===== config.mk =====
export PLATFORM = sky130hd
export DESIGN_NAME = maze_job_sched_flat
export DESIGN_NICKNAME = d
export VERILOG_FILES = /design/src/rtl/maze_job_sched_if.sv /design/src/rtl/maze_job_sched.sv /design/src/flat_wrapper.sv
export SDC_FILE = /design/constraint.sdc
export NUM_CORES = 1
export LEC_CHECK = 0
export ABC_CLOCK_PERIOD_IN_PS = 2300
export CAP_MARGIN = 20
export CORE_MARGIN = 5
export CORE_UTILIZATION = 50
export CTS_CLUSTER_SIZE = 16
export DETAILED_ROUTE_END_ITERATION = 16
export GPL_TIMING_DRIVEN = 0
export PLACE_DENSITY = 0.75
export SKIP_CTS_REPAIR_TIMING = 1
export SYNTH_ARGS = -nofsm -noshare
export SYNTH_HDL_FRONTEND = slang
export SYNTH_SLANG_ARGS = --single-unit

===== constraint.sdc =====
create_clock -name clk -period 2.3 [get_ports clk]
set_input_delay 0.46 -clock clk [delete_from_list [all_inputs] [get_ports clk]]
set_output_delay 0.46 -clock clk [all_outputs]
set_load 0.02 [all_outputs]

===== src/rtl/maze_job_sched_if.sv =====
// Signal bundle between the MAZE job scheduler, its clients and the shared solver.
// The slave modport is the scheduler's view; master is the environment driving it.
interface maze_job_sched_if #(
  parameter int NUM_REQ = 2,
  parameter int ID_W    = 1
);
  logic [NUM_REQ-1:0] req;
  logic [NUM_REQ-1:0] gnt;
  logic [NUM_REQ-1:0] cl_in_valid;
  logic [NUM_REQ-1:0] cl_in;
  logic               sol_rst_n;
  logic               sol_in_valid;
  logic               sol_in;
  logic               sol_out_valid;
  logic [1:0]         sol_out;
  logic               rsp_valid;
  logic [1:0]         rsp_dir;
  logic [ID_W-1:0]    rsp_id;
  logic               rsp_last;
  logic               rsp_err;
  logic               busy;

  modport slave (
    input  req, cl_in_valid, cl_in, sol_out_valid, sol_out,
    output gnt, sol_rst_n, sol_in_valid, sol_in,
           rsp_valid, rsp_dir, rsp_id, rsp_last, rsp_err, busy
  );

  modport master (
    output req, cl_in_valid, cl_in, sol_out_valid, sol_out,
    input  gnt, sol_rst_n, sol_in_valid, sol_in,
           rsp_valid, rsp_dir, rsp_id, rsp_last, rsp_err, busy
  );
endinterface


===== src/rtl/maze_job_sched.sv =====
// Round-robin front end sharing one MAZE solver between NUM_REQ clients, with
// gap / timeout / over-long-burst detection and a solver-local reset pulse.
//
// state   | meaning
// IDLE    | arbitrate over req, grant winner
// FEED    | forward granted client's maze stream to the solver
// WAIT    | wait for first solver beat, bounded by TIMEOUT
// DRAIN   | pass solver beats through a one-entry stage to rsp_*
// RECOVER | hold sol_rst_n low for RECOVER_CYCLES
module maze_job_sched #(
  parameter int NUM_REQ        = 2,
  parameter int ID_W           = 1,
  parameter int MAZE_CELLS     = 289,
  parameter int TIMEOUT        = 4096,
  parameter int MAX_BEATS      = 150,
  parameter int RECOVER_CYCLES = 2
) (
  input  logic            clk,
  input  logic            rst_n,
  maze_job_sched_if.slave bus
);
  localparam int CNT_MAX = (MAZE_CELLS > TIMEOUT) ? MAZE_CELLS : TIMEOUT;
  localparam int CNT_W   = $clog2(CNT_MAX + 1);
  localparam int BEAT_W  = $clog2(MAX_BEATS + 1);

  typedef enum logic [2:0] {IDLE, FEED, WAIT, DRAIN, RECOVER} state_e;

  state_e             state_q, state_d;
  logic [ID_W-1:0]    ptr_q, ptr_d, job_id_q, job_id_d;
  logic [CNT_W-1:0]   cnt_q, cnt_d;
  logic [BEAT_W-1:0]  beat_q, beat_d;
  logic [1:0]         hold_q, hold_d;
  logic [NUM_REQ-1:0] gnt_q, gnt_d;
  logic               sol_rst_n_q, sol_rst_n_d;
  logic               sol_in_valid_q, sol_in_valid_d;
  logic               sol_in_q, sol_in_d;
  logic               rsp_valid_q, rsp_valid_d;
  logic [1:0]         rsp_dir_q, rsp_dir_d;
  logic [ID_W-1:0]    rsp_id_q, rsp_id_d;
  logic               rsp_last_q, rsp_last_d;
  logic               rsp_err_q, rsp_err_d;
  logic               busy_q, busy_d;

  logic [2*NUM_REQ-1:0] req_rot_full;
  logic [NUM_REQ-1:0]   req_rot;
  logic                 win_found;
  int                   win_sum;
  logic [ID_W-1:0]      win_idx;
  logic                 cl_v, cl_b, abort;

  // Rotating the doubled request vector puts client ptr+1 at bit 0.
  always_comb begin
    req_rot_full = {bus.req, bus.req} >> (ptr_q + ID_W'(1));
    req_rot      = req_rot_full[NUM_REQ-1:0];
    win_found    = 1'b0;
    win_sum      = 0;
    for (int i = 0; i < NUM_REQ; i++) begin
      if (!win_found && req_rot[i]) begin
        win_found = 1'b1;
        win_sum   = int'(ptr_q) + 1 + i;
      end
    end
    win_idx = ID_W'(win_sum % NUM_REQ);
  end

  assign cl_v = bus.cl_in_valid[job_id_q];
  assign cl_b = bus.cl_in[job_id_q];

  always_comb begin
    state_d        = state_q;
    ptr_d          = ptr_q;
    job_id_d       = job_id_q;
    cnt_d          = cnt_q;
    beat_d         = beat_q;
    hold_d         = hold_q;
    gnt_d          = gnt_q;
    sol_rst_n_d    = 1'b1;
    sol_in_valid_d = 1'b0;
    sol_in_d       = 1'b0;
    rsp_valid_d    = 1'b0;
    rsp_dir_d      = 2'd0;
    rsp_id_d       = job_id_q;
    rsp_last_d     = 1'b0;
    rsp_err_d      = 1'b0;
    abort          = 1'b0;
    case (state_q)
      IDLE: begin
        gnt_d = '0;
        if (win_found) begin
          gnt_d    = NUM_REQ'(1) << win_idx;
          job_id_d = win_idx;
          cnt_d    = '0;
          state_d  = FEED;
        end
      end
      FEED: begin
        if (cl_v) begin
          sol_in_valid_d = 1'b1;
          sol_in_d       = cl_b;
          cnt_d          = cnt_q + CNT_W'(1);
          if (cnt_q == CNT_W'(MAZE_CELLS - 1)) begin
            gnt_d   = '0;
            cnt_d   = '0;
            state_d = WAIT;
          end
        end else if (cnt_q != '0) begin
          abort = 1'b1;
        end
      end
      WAIT: begin
        if (bus.sol_out_valid) begin
          hold_d  = bus.sol_out;
          beat_d  = BEAT_W'(1);
          state_d = DRAIN;
        end else if (cnt_q == CNT_W'(TIMEOUT - 1)) begin
          abort = 1'b1;
        end else begin
          cnt_d = cnt_q + CNT_W'(1);
        end
      end
      DRAIN: begin
        if (bus.sol_out_valid && beat_q == BEAT_W'(MAX_BEATS)) begin
          abort = 1'b1;
        end else begin
          // The held beat is last exactly when no successor is arriving now.
          rsp_valid_d = 1'b1;
          rsp_dir_d   = hold_q;
          rsp_last_d  = !bus.sol_out_valid;
          if (bus.sol_out_valid) begin
            hold_d = bus.sol_out;
            beat_d = beat_q + BEAT_W'(1);
          end else begin
            ptr_d   = job_id_q;
            state_d = IDLE;
          end
        end
      end
      RECOVER: begin
        sol_rst_n_d = 1'b0;
        if (cnt_q == CNT_W'(RECOVER_CYCLES - 1)) begin
          sol_rst_n_d = 1'b1;
          ptr_d       = job_id_q;
          state_d     = IDLE;
        end else begin
          cnt_d = cnt_q + CNT_W'(1);
        end
      end
      default: state_d = IDLE;
    endcase
    if (abort) begin
      gnt_d          = '0;
      sol_in_valid_d = 1'b0;
      rsp_valid_d    = 1'b1;
      rsp_dir_d      = 2'd0;
      rsp_last_d     = 1'b1;
      rsp_err_d      = 1'b1;
      sol_rst_n_d    = 1'b0;
      cnt_d          = '0;
      state_d        = RECOVER;
    end
    busy_d = (state_d != IDLE);
  end

  always_ff @(posedge clk or negedge rst_n) begin
    if (!rst_n) begin
      state_q        <= IDLE;
      ptr_q          <= ID_W'(NUM_REQ - 1);
      job_id_q       <= '0;
      cnt_q          <= '0;
      beat_q         <= '0;
      hold_q         <= 2'd0;
      gnt_q          <= '0;
      sol_rst_n_q    <= 1'b0;
      sol_in_valid_q <= 1'b0;
      sol_in_q       <= 1'b0;
      rsp_valid_q    <= 1'b0;
      rsp_dir_q      <= 2'd0;
      rsp_id_q       <= '0;
      rsp_last_q     <= 1'b0;
      rsp_err_q      <= 1'b0;
      busy_q         <= 1'b0;
    end else begin
      state_q        <= state_d;
      ptr_q          <= ptr_d;
      job_id_q       <= job_id_d;
      cnt_q          <= cnt_d;
      beat_q         <= beat_d;
      hold_q         <= hold_d;
      gnt_q          <= gnt_d;
      sol_rst_n_q    <= sol_rst_n_d;
      sol_in_valid_q <= sol_in_valid_d;
      sol_in_q       <= sol_in_d;
      rsp_valid_q    <= rsp_valid_d;
      rsp_dir_q      <= rsp_dir_d;
      rsp_id_q       <= rsp_id_d;
      rsp_last_q     <= rsp_last_d;
      rsp_err_q      <= rsp_err_d;
      busy_q         <= busy_d;
    end
  end

  assign bus.gnt          = gnt_q;
  assign bus.sol_rst_n    = sol_rst_n_q;
  assign bus.sol_in_valid = sol_in_valid_q;
  assign bus.sol_in       = sol_in_q;
  assign bus.rsp_valid    = rsp_valid_q;
  assign bus.rsp_dir      = rsp_dir_q;
  assign bus.rsp_id       = rsp_id_q;
  assign bus.rsp_last     = rsp_last_q;
  assign bus.rsp_err      = rsp_err_q;
  assign bus.busy         = busy_q;
endmodule


===== src/flat_wrapper.sv =====
// flat-port wrapper written by rule: the top's interface ports become plain ports
module maze_job_sched_flat 
#(
  parameter int NUM_REQ        = 2,
  parameter int ID_W           = 1,
  parameter int MAZE_CELLS     = 289,
  parameter int TIMEOUT        = 4096,
  parameter int MAX_BEATS      = 150,
  parameter int RECOVER_CYCLES = 2
)
  (clk, rst_n, bus_req, bus_cl_in_valid, bus_cl_in, bus_sol_out_valid, bus_sol_out, bus_gnt, bus_sol_rst_n, bus_sol_in_valid, bus_sol_in, bus_rsp_valid, bus_rsp_dir, bus_rsp_id, bus_rsp_last, bus_rsp_err, bus_busy);
  maze_job_sched_if #(.NUM_REQ(NUM_REQ), .ID_W(ID_W)) bus_i ();
  input  logic clk;
  input  logic rst_n;
  input wire logic [$bits(bus_i.req)-1:0] bus_req;
  input wire logic [$bits(bus_i.cl_in_valid)-1:0] bus_cl_in_valid;
  input wire logic [$bits(bus_i.cl_in)-1:0] bus_cl_in;
  input wire logic [$bits(bus_i.sol_out_valid)-1:0] bus_sol_out_valid;
  input wire logic [$bits(bus_i.sol_out)-1:0] bus_sol_out;
  output wire logic [$bits(bus_i.gnt)-1:0] bus_gnt;
  output wire logic [$bits(bus_i.sol_rst_n)-1:0] bus_sol_rst_n;
  output wire logic [$bits(bus_i.sol_in_valid)-1:0] bus_sol_in_valid;
  output wire logic [$bits(bus_i.sol_in)-1:0] bus_sol_in;
  output wire logic [$bits(bus_i.rsp_valid)-1:0] bus_rsp_valid;
  output wire logic [$bits(bus_i.rsp_dir)-1:0] bus_rsp_dir;
  output wire logic [$bits(bus_i.rsp_id)-1:0] bus_rsp_id;
  output wire logic [$bits(bus_i.rsp_last)-1:0] bus_rsp_last;
  output wire logic [$bits(bus_i.rsp_err)-1:0] bus_rsp_err;
  output wire logic [$bits(bus_i.busy)-1:0] bus_busy;
  assign bus_i.req = bus_req;
  assign bus_i.cl_in_valid = bus_cl_in_valid;
  assign bus_i.cl_in = bus_cl_in;
  assign bus_i.sol_out_valid = bus_sol_out_valid;
  assign bus_i.sol_out = bus_sol_out;
  assign bus_gnt = bus_i.gnt;
  assign bus_sol_rst_n = bus_i.sol_rst_n;
  assign bus_sol_in_valid = bus_i.sol_in_valid;
  assign bus_sol_in = bus_i.sol_in;
  assign bus_rsp_valid = bus_i.rsp_valid;
  assign bus_rsp_dir = bus_i.rsp_dir;
  assign bus_rsp_id = bus_i.rsp_id;
  assign bus_rsp_last = bus_i.rsp_last;
  assign bus_rsp_err = bus_i.rsp_err;
  assign bus_busy = bus_i.busy;
  maze_job_sched #(.NUM_REQ(NUM_REQ), .ID_W(ID_W), .MAZE_CELLS(MAZE_CELLS), .TIMEOUT(TIMEOUT), .MAX_BEATS(MAX_BEATS), .RECOVER_CYCLES(RECOVER_CYCLES)) u_core (.clk(clk), .rst_n(rst_n), .bus(bus_i));
endmodule

* After elaboration in Yosys (flattened, before gate mapping)
Index checks and enable logic that the tools add are counted.
Word-level totals: register bits 40, bits of input ports 11, output and inout port bits 12, word-level logic and storage cells 125
Operators by class: add/sub/neg operators 5, order comparisons 1, equal/unequal tests 19, shift-type cells 2, muxes and demuxes 65, reductions and logical operators 17
Operator list (count):
- $mux 13 | 7
- $pmux 13 s4 | 1
- $mux 1 | 31
- $mux 3 | 8
- $mux 8 | 3
- $mux 2 | 9
- $pmux 8 s2 | 1
- $pmux 3 s5 | 1
- $add 13x1->13 const B | 1
- $eq 13x1->1 const B | 1
- $eq 13x12->1 const B | 1
- $eq 13x9->1 const B | 1
- $reduce_bool 13->1 | 1
- $ne 3x1->1 const B | 3
- $ne 3x2->1 const B | 3
- $add 8x1->8 const B | 1
- $eq 8x8->1 const B | 1
- $ne 2x2->1 const B | 4
- $pmux 2 s2 | 2
- $reduce_and 4->1 | 2
- $eq 3x2->1 const B | 2
- $reduce_and 6->1 | 1
- $reduce_bool 3->1 | 2
- $reduce_bool 5->1 | 1
- other kinds (15) | 21

* Longest topological paths before layout
Gate-level depths: netlist of run 1.
depth in word-level cells 10, gate-level depth with buffers 9, depth with buffers taken out 8

* Worst setup path before layout of run 1
OpenSTA, ideal clock, no wires.
kind flip-flop to flip-flop, from register u_core.cnt_q[12], to register u_core.cnt_q[2], setup time 96 ps, data arrival time 2080 ps, required time 2204 ps, setup slack 125 ps, stages on the path, launching flop included 7, path buffers 1, period minus slack after synthesis 2175 ps, cell sequence dfrtp_1 -> or4b_1 -> or4_4 -> and4_4 -> buf_6 -> mux2i_1 -> nor4_2
Between the ends: longest elaborated chain between the ends 6, elaborated cells on any way between the ends 20, classes of those cells eq/ne (8); mux (9); reduce/logical (3)
Ends and longest elaborated chain:
- start, declared | line maze_job_sched.sv:30 | logic [CNT_W-1:0] cnt_q, cnt_d;
- start signal, assigned | line maze_job_sched.sv:186 | cnt_q <= cnt_d;
- $eq 13x12->1 or $reduce_bool 13->1 (tied branches) | line maze_job_sched.sv:115, maze_job_sched.sv:106
- $mux 1 (on tied branches) | line maze_job_sched.sv:115, maze_job_sched.sv:106
- $mux 1 (on tied branches) | line maze_job_sched.sv:111, maze_job_sched.sv:97
- $pmux 1 s3 | line maze_job_sched.sv:86 | case (state_q)
- $ne 3x2->1 (no source line) (tied with other cells)
- $reduce_and 6->1 (no source line)
Parallel ways exist; a longest one is shown, timed or not. The select of a mux whose other input is x is not followed. A chain may end at the register's enable or synchronous reset.

* Final worst setup path of run 1
Ends and elaborated chain as after synthesis.

==> flow_metrics.py, run 1 <==
metrics = {
    "status": {
        "status": "completed",
    },
    "power_and_ir_drop": {
        "powerDensity_mw_per_mm2": 1051,
        "power_switching_mw": 1.114,
        "ir_drop_v": 0.0005491,
        "switching_share_pct": 39.38,
        "p_comb_share_pct": 49.0,
        "clkPwrFrac_pct": 16.2,
        "p_int_mw": 1.715,
        "p_leak_nw": 1.147,
        "seq_power_share_pct": 34.8,
    },
    "routing": {
        "drcViolationCount": 0,
        "vias_per_cell": 5.945,
        "drtAntennaViolNets": 0,
        "dr.pass1.iters": 4,
        "routed_wl_microns": 4776,
        "vias": 1837,
        "wl_per_cell_microns": 15.46,
        "drt_iter0_drc": 80,
    },
    "clock_tree": {
        "cts_max_path_buffers": 2,
        "cts.clk_slew.worst_paths_ns": 0.08,
        "cts_htree_levels": 2,
        "cts_sinks": 40,
        "cts_buffers": 5,
        "cts_tree": "yes",
        "cts-root-buf": "clkbuf_8",
        "clock_latency_ns": 0.29,
    },
    "floorplanning": {
        "dieWidth_microns": 76.46,
        "die_h_microns": 76.46,
        "io_pins": 23,
        "initial_core_util_pct": 51.07,
        "rows": 24,
        "coreArea_sq_mm": 0.004324,
        "die_area_sq_mm": 0.005846,
    },
    "synthesis": {
        "synth_edf_count": 0,
        "syn_inst": 223,
        "synth.area.top_cells": "dfrtp_1 (44%), o21ai_0 (3.2%), nor2_1 (3.1%), ha_1 (2.8%), nand2_1 (2.5%)",
        "synth_area_per_cell_sq_um": 9.903,
        "yosys.area.top_type": "dfrtp_1",
        "async_flop_share_pct": 100.0,
        "netlist_area_sq_mm": 0.002208,
        "yosys.area.top_type_share_pct": 44.19,
        "ys_types": 55,
        "synth.most_common_cell": "dfrtp_1",
        "ys.flop_type": "dfrtp_1",
        "yosys-top-cells-count": "dfrtp_1 (39), nor2_1 (18), nand2_1 (15)",
        "yosysWarningCount": 0,
        "syn_nets": 239,
        "synth-seq-cells": 40,
        "ys_seq_area_share_pct": 45.38,
    },
    "placed_design": {
        "placed_cells": 298,
        "place.gp.congestion": 0.8194,
        "dp_hpwl_microns": 3468,
        "dpl_cell_area_sq_mm": 0.002516,
        "io_buffer_count": 22,
    },
    "worst_setup_path": {
        "crit_path_end_kind": "flop",
        "reg2reg_slack_ns": 0.06,
        "r2r_end": "u_core.cnt_q[2]",
        "startpoint_type": "flop",
        "rr_startpoint": "u_core.cnt_q[12]",
        "reg2regPathDepth": 6,
        "critPathRequiredTime_ns": 2.51,
        "cp.arrival_ns": 2.44,
        "worstSetupPathType": "reg2reg",
        "crit_fanout": 5,
    },
    "layout": {
        "final_cell_count_no_fill": 309,
        "stdcell_area_sq_mm": 0.002693,
        "layout-drive-gt1-share_pct": 17.12,
        "nFillCells": 379,
        "diodes": 0,
        "finalNetCount": 272,
        "syn2layout_area_growth_pct": 21.93,
    },
    "sta": {
        "period_share_pct": 97.22,
        "setup_viol": 0,
        "relSlewSlack_pct": 53.35,
        "fin_skew_ns": 0.005818,
        "timing_hold_violations_final": 0,
        "maxSlewViolCount": 0,
        "worstMarginPinSlew_ns": 0.6982,
        "period_needed_ns": 2.236,
        "fmax_mhz": 447.2,
    },
    "worst_hold_path": {
        "hold_class": "in2async",
    },
    "grt": {
        "track_usage_pct": 17.02,
        "grt_pass1_vias": 1801,
        "grt_pass1_wl_microns": 8293,
        "grt_antenna_before_repair": 0,
        "grt_overflow": 0,
        "grt_max_degree": 22,
    },
    "run": {
        "cap_violations": 0,
    },
}
## flip-flops by register name, indices dropped and copies added, names as in the netlist
signal,flops
u_core.beat_q,8
u_core.bus.busy,1
u_core.bus.gnt,2
u_core.bus.rsp_dir,2
u_core.bus.rsp_err,1
u_core.bus.rsp_id,1
u_core.bus.rsp_last,1
u_core.bus.rsp_valid,1
u_core.bus.sol_in,1
u_core.bus.sol_in_valid,1
u_core.bus.sol_rst_n,1
u_core.cnt_q,13
u_core.hold_q,2
u_core.job_id_q,1
u_core.ptr_q,1
u_core.state_q,3
## cell usage in the layout, fill, tap and decap left out, drive strengths merged, types with 3 or more instances in the layout
cell / count
dfrtp: 39
clkdlybuf4s50: 20
nor2: 18
nand2: 15
o21ai: 14
buf: 13
nand4: 10
clkbuf: 10
nand3: 9
a21oi: 9
nor3: 8
and3: 7
a2bb2oi: 6
ha: 5
nor3b: 5
nor2b: 4
a32o: 4
xor2: 4
inv: 4
nor4: 4
and2: 3
mux2i: 3
mux2: 3
xnor2: 3
or4: 3
## through the flow
stage,total power [mW],setup WS (ns),setup TNS (ns),hold WS [ns],util [%]
finish,2.829,0.06392,0,0.1246,62.27
global route,3.014,-0.004346,-0.004419,0.1703,62.27
CTS,2.722,-0.1920,-2.220,0.1470,60.07
detailed placement,2.266,-0.3266,-4.045,0.4636,58.19
global placement,2.253,-0.3290,-14.93,0.4535,57.67
floorplan,1.860,0.1247,0,0.1644,-
## worst max path at each step
stage	to	slack, ns	start
after detailed placement	u_core.cnt_q[9]	-0.33	bus_sol_out_valid
after CTS	u_core.state_q[0]	-0.19	u_core.cnt_q[12]
final	u_core.cnt_q[2]	0.06	u_core.cnt_q[12]
after floorplan	u_core.cnt_q[2]	0.12	u_core.cnt_q[12]
after global placement	u_core.state_q[0]	-0.33	bus_sol_out_valid
after global routing	u_core.cnt_q[2]	-0.004	u_core.state_q[1]
## cells by family (layout without fill, tap and decap cells)
group / after synthesis / after routing / share of synthesized area (%)
xor gates and xnor gates: 7 / 7 / 2.776
buffers and inverters: 15 / 49 / 3.965
AOI/OAI and AO/OA: 47 / 47 / 14.73
muxes: 6 / 6 / 2.889
and+or+nand+nor: 103 / 103 / 27.42
adders and majority gates: 5 / 5 / 2.833
DFF: 40 / 40 / 45.38
## metal layers
layer	GRT usage, %	part of all wire [%]	vias up
met4	5.769	1.4	0
met2	27.83	48	39
met1	22.25	46	890
met3	3.664	4.8	6
met5	0	0	-
li1	-	-	902
## cell type report
type / count / area (sq um) / share of cell area [%]
timing repair buffer: 28 / 282.8 / 10.50
sequential: 40 / 1003 / 37.27
clock inverter: 1 / 5.005 / 0.1859
tap: 52 / 65.06 / 2.416
multi-input combinational: 168 / 1176 / 43.68
inverter: 4 / 17.52 / 0.6506
buffer: 9 / 66.31 / 2.463
clock buffer: 7 / 76.32 / 2.835
## worst max-delay path, cell delays in order (launching register included)
cell and delay (ns):
dfrtp_1 0.41, or4b_4 0.54, or4_4 0.52, and4_4 0.19, buf_6 0.12, mux2i_1 0.12, nor4_2 0.25
## power groups by stage
stage	combinational, mW	sequential (mW)	clock (mW)
final	1.39	0.984	0.459
after global routing	1.51	1.01	0.496
after global placement	1.28	0.974	0
after detailed placement	1.29	0.978	0
after CTS	1.29	0.964	0.464
after floorplan	0.809	1.05	0
(Power assumes the default switching activity.)
==> inputs of run 2 (changes only) <==
CELL_PAD_IN_SITES_DETAIL_PLACEMENT = 1   (was default)
CELL_PAD_IN_SITES_GLOBAL_PLACEMENT = 1   (was default)
CORE_UTILIZATION = 40   (was 50)
PLACE_DENSITY = 0.77   (was 0.75)
==> run 2 against run 1 <==
  * Hold slack gained 0.36 ns
  * Clock power rose by 7.4%
  * Register-to-register slack hardly changed
  * Routed wire length is 21% higher
  * Critical path depth shrank 1
  * Via count grew 3.4%
  * Highest routed layer unchanged
  * Die area up 22%
==> flow_metrics.py, run 2 (synthesized netlist as in run 1, its figures left out) <==
metrics = {
    "status": {
        "status": "completed",
    },
    "layout": {
        "layout-drive-gt1-share_pct": 20.52,
        "finalNetCount": 283,
        "nFillCells": 622,
        "regMostFlops": "u_core.cnt_q",
        "fin_util_pct": 51.60,
        "mostFrequentLayoutCells": "dfrtp_1 (38), clkdlybuf4s50_1 (20), nor2_1 (18)",
        "diodes": 0,
        "top_regs": "u_core.cnt_q x13, u_core.beat_q x8, u_core.state_q x3",
        "final_common_cell": "dfrtp_1",
        "largest_reg_flops": 13,
        "syn2layout_area_growth_pct": 27.08,
    },
    "placed_design": {
        "dp_hpwl_microns": 3933,
        "place.gp.congestion": 0.8200,
        "io_buffer_count": 22,
    },
    "clock_tree": {
        "cts_htree_levels": 2,
        "clock_latency_ns": 0.29,
        "cts_sinks": 40,
        "cts.clk_slew.worst_paths_ns": 0.08,
        "cts_buffers": 5,
        "cts-root-buf": "clkbuf_8",
        "cts_max_path_buffers": 2,
        "cts_tree": "yes",
    },
    "power_and_ir_drop": {
        "powerDensity_mw_per_mm2": 1047,
        "ir_drop_v": 0.0006215,
        "p_leak_nw": 1.201,
        "power_mw": 2.938,
    },
    "worst_setup_path": {
        "cpPeakStageDelay_ns": 0.53,
        "r2r_end": "u_core.cnt_q[4]",
        "cp_cell_sequence": "or4b_4, or4_4, o21a_2, buf_12, a32o_1",
        "cp_slowest_cell": "or4_4",
        "startpoint_type": "flop",
        "crit_fanout": 4,
        "path_buf_inv": 1,
        "critPathRequiredTime_ns": 2.48,
        "worstSetupPathType": "reg2reg",
        "cp.arrival_ns": 2.43,
        "reg2regPathDepth": 5,
        "reg2reg_slack_ns": 0.05,
        "rr_startpoint": "u_core.cnt_q[12]",
        "crit_family": "simple AND/OR/NAND/NOR gates",
        "crit_path_end_kind": "flop",
    },
    "floorplanning": {
        "rows": 27,
        "die_h_microns": 84.30,
        "die_area_sq_mm": 0.007106,
        "io_pins": 23,
        "coreArea_sq_mm": 0.005439,
        "dieWidth_microns": 84.30,
        "initial_core_util_pct": 40.60,
    },
    "grt": {
        "grt_overflow": 0,
        "grt_max_degree": 40,
        "grt_pass1_wl_microns": 9439,
        "grt_antenna_before_repair": 0,
        "grt_pass1_vias": 1974,
        "track_usage_pct": 16.14,
    },
    "sta": {
        "period_share_pct": 97.79,
        "relSlewSlack_pct": 38.99,
        "setup_viol": 0,
        "rsz0062_at_grt": "false",
        "fin_skew_ns": 0.004149,
        "worstMarginPinSlew_ns": 0.9132,
        "fmax_mhz": 444.6,
        "timing_hold_violations_final": 0,
        "period_needed_ns": 2.249,
        "maxSlewViolCount": 0,
        "hold_ws_ns": 0.4802,
    },
    "routing": {
        "dr.pass1.iters": 4,
        "vias": 1900,
        "wl_per_cell_microns": 17.06,
        "drtAntennaViolNets": 0,
        "vias_per_cell": 5.588,
        "drcViolationCount": 0,
        "drt_iter0_drc": 90,
        "routed_wl_microns": 5802,
    },
    "worst_hold_path": {
        "hold_class": "in2async",
    },
    "run": {
        "cap_violations": 0,
    },
}
run 2: worst reg2reg max path: cells and delay by family, from the launching register on:
kind                   cells  cell delay (ns)
buffers and inverters      1             0.14
DFF                        1             0.43
AOI/OAI and AO/OA          2             0.51
and+or+nand+nor            2             1.04
run 2: power breakdown:
group / internal [mW] / switching, mW / total, mW
Sequential: 0.858 / 0.131 / 0.989
Clock: 0.245 / 0.248 / 0.493
Combinational: 0.670 / 0.786 / 1.46
Total: 1.77 / 1.16 / 2.94
run 2: per-stage QoR:
stage          worst slack [ns]  instances  area [sq um]  TNS (ns)
3_3_place_gp            -0.3982        317          2519    -16.06
5_1_grt                0.001678        340          2806         0
3_5_place_dp            -0.4336        318          2534    -6.546
2_1_floorplan            0.1247        223          2208         0
6_report                0.05093        340          2806         0
4_1_cts                 -0.3831        326          2624    -4.551
run 2: worst max path at each step:
stage / from / to / slack, ns / cells after the start
after floorplan: u_core.cnt_q[12] / u_core.cnt_q[2] / 0.12 / 6
after global placement: bus_sol_out_valid / u_core.state_q[0] / -0.40 / 8
after detailed placement: bus_sol_out_valid / u_core.state_q[0] / -0.43 / 8
after CTS: u_core.cnt_q[9] / u_core.cnt_q[5] / -0.38 / 6
after global routing: u_core.cnt_q[9] / u_core.cnt_q[2] / 0.002 / 7
final: u_core.cnt_q[12] / u_core.cnt_q[4] / 0.05 / 5
run 2: layout make-up:
| class | instances | area [sq um] | area share (%) |
|---|---|---|---|
| sequential | 40 | 1003 | 35.76 |
| multi-input combinational | 168 | 1170 | 41.69 |
| buffer | 8 | 58.81 | 2.095 |
| inverter | 4 | 18.77 | 0.6687 |
| tap | 72 | 90.09 | 3.210 |
| clock buffer | 8 | 90.09 | 3.210 |
| timing repair buffer | 40 | 375.4 | 13.37 |
run 2: metal layers:
layer  vias to the layer above  share of wire, %  global-route usage [%]
met2                        25                51                   27.98
met5                         -                 0                       0
met1                       953                45                   20.55
li1                        915                 -                       -
met3                         7               3.0                   3.238
met4                         0               1.0                   4.094
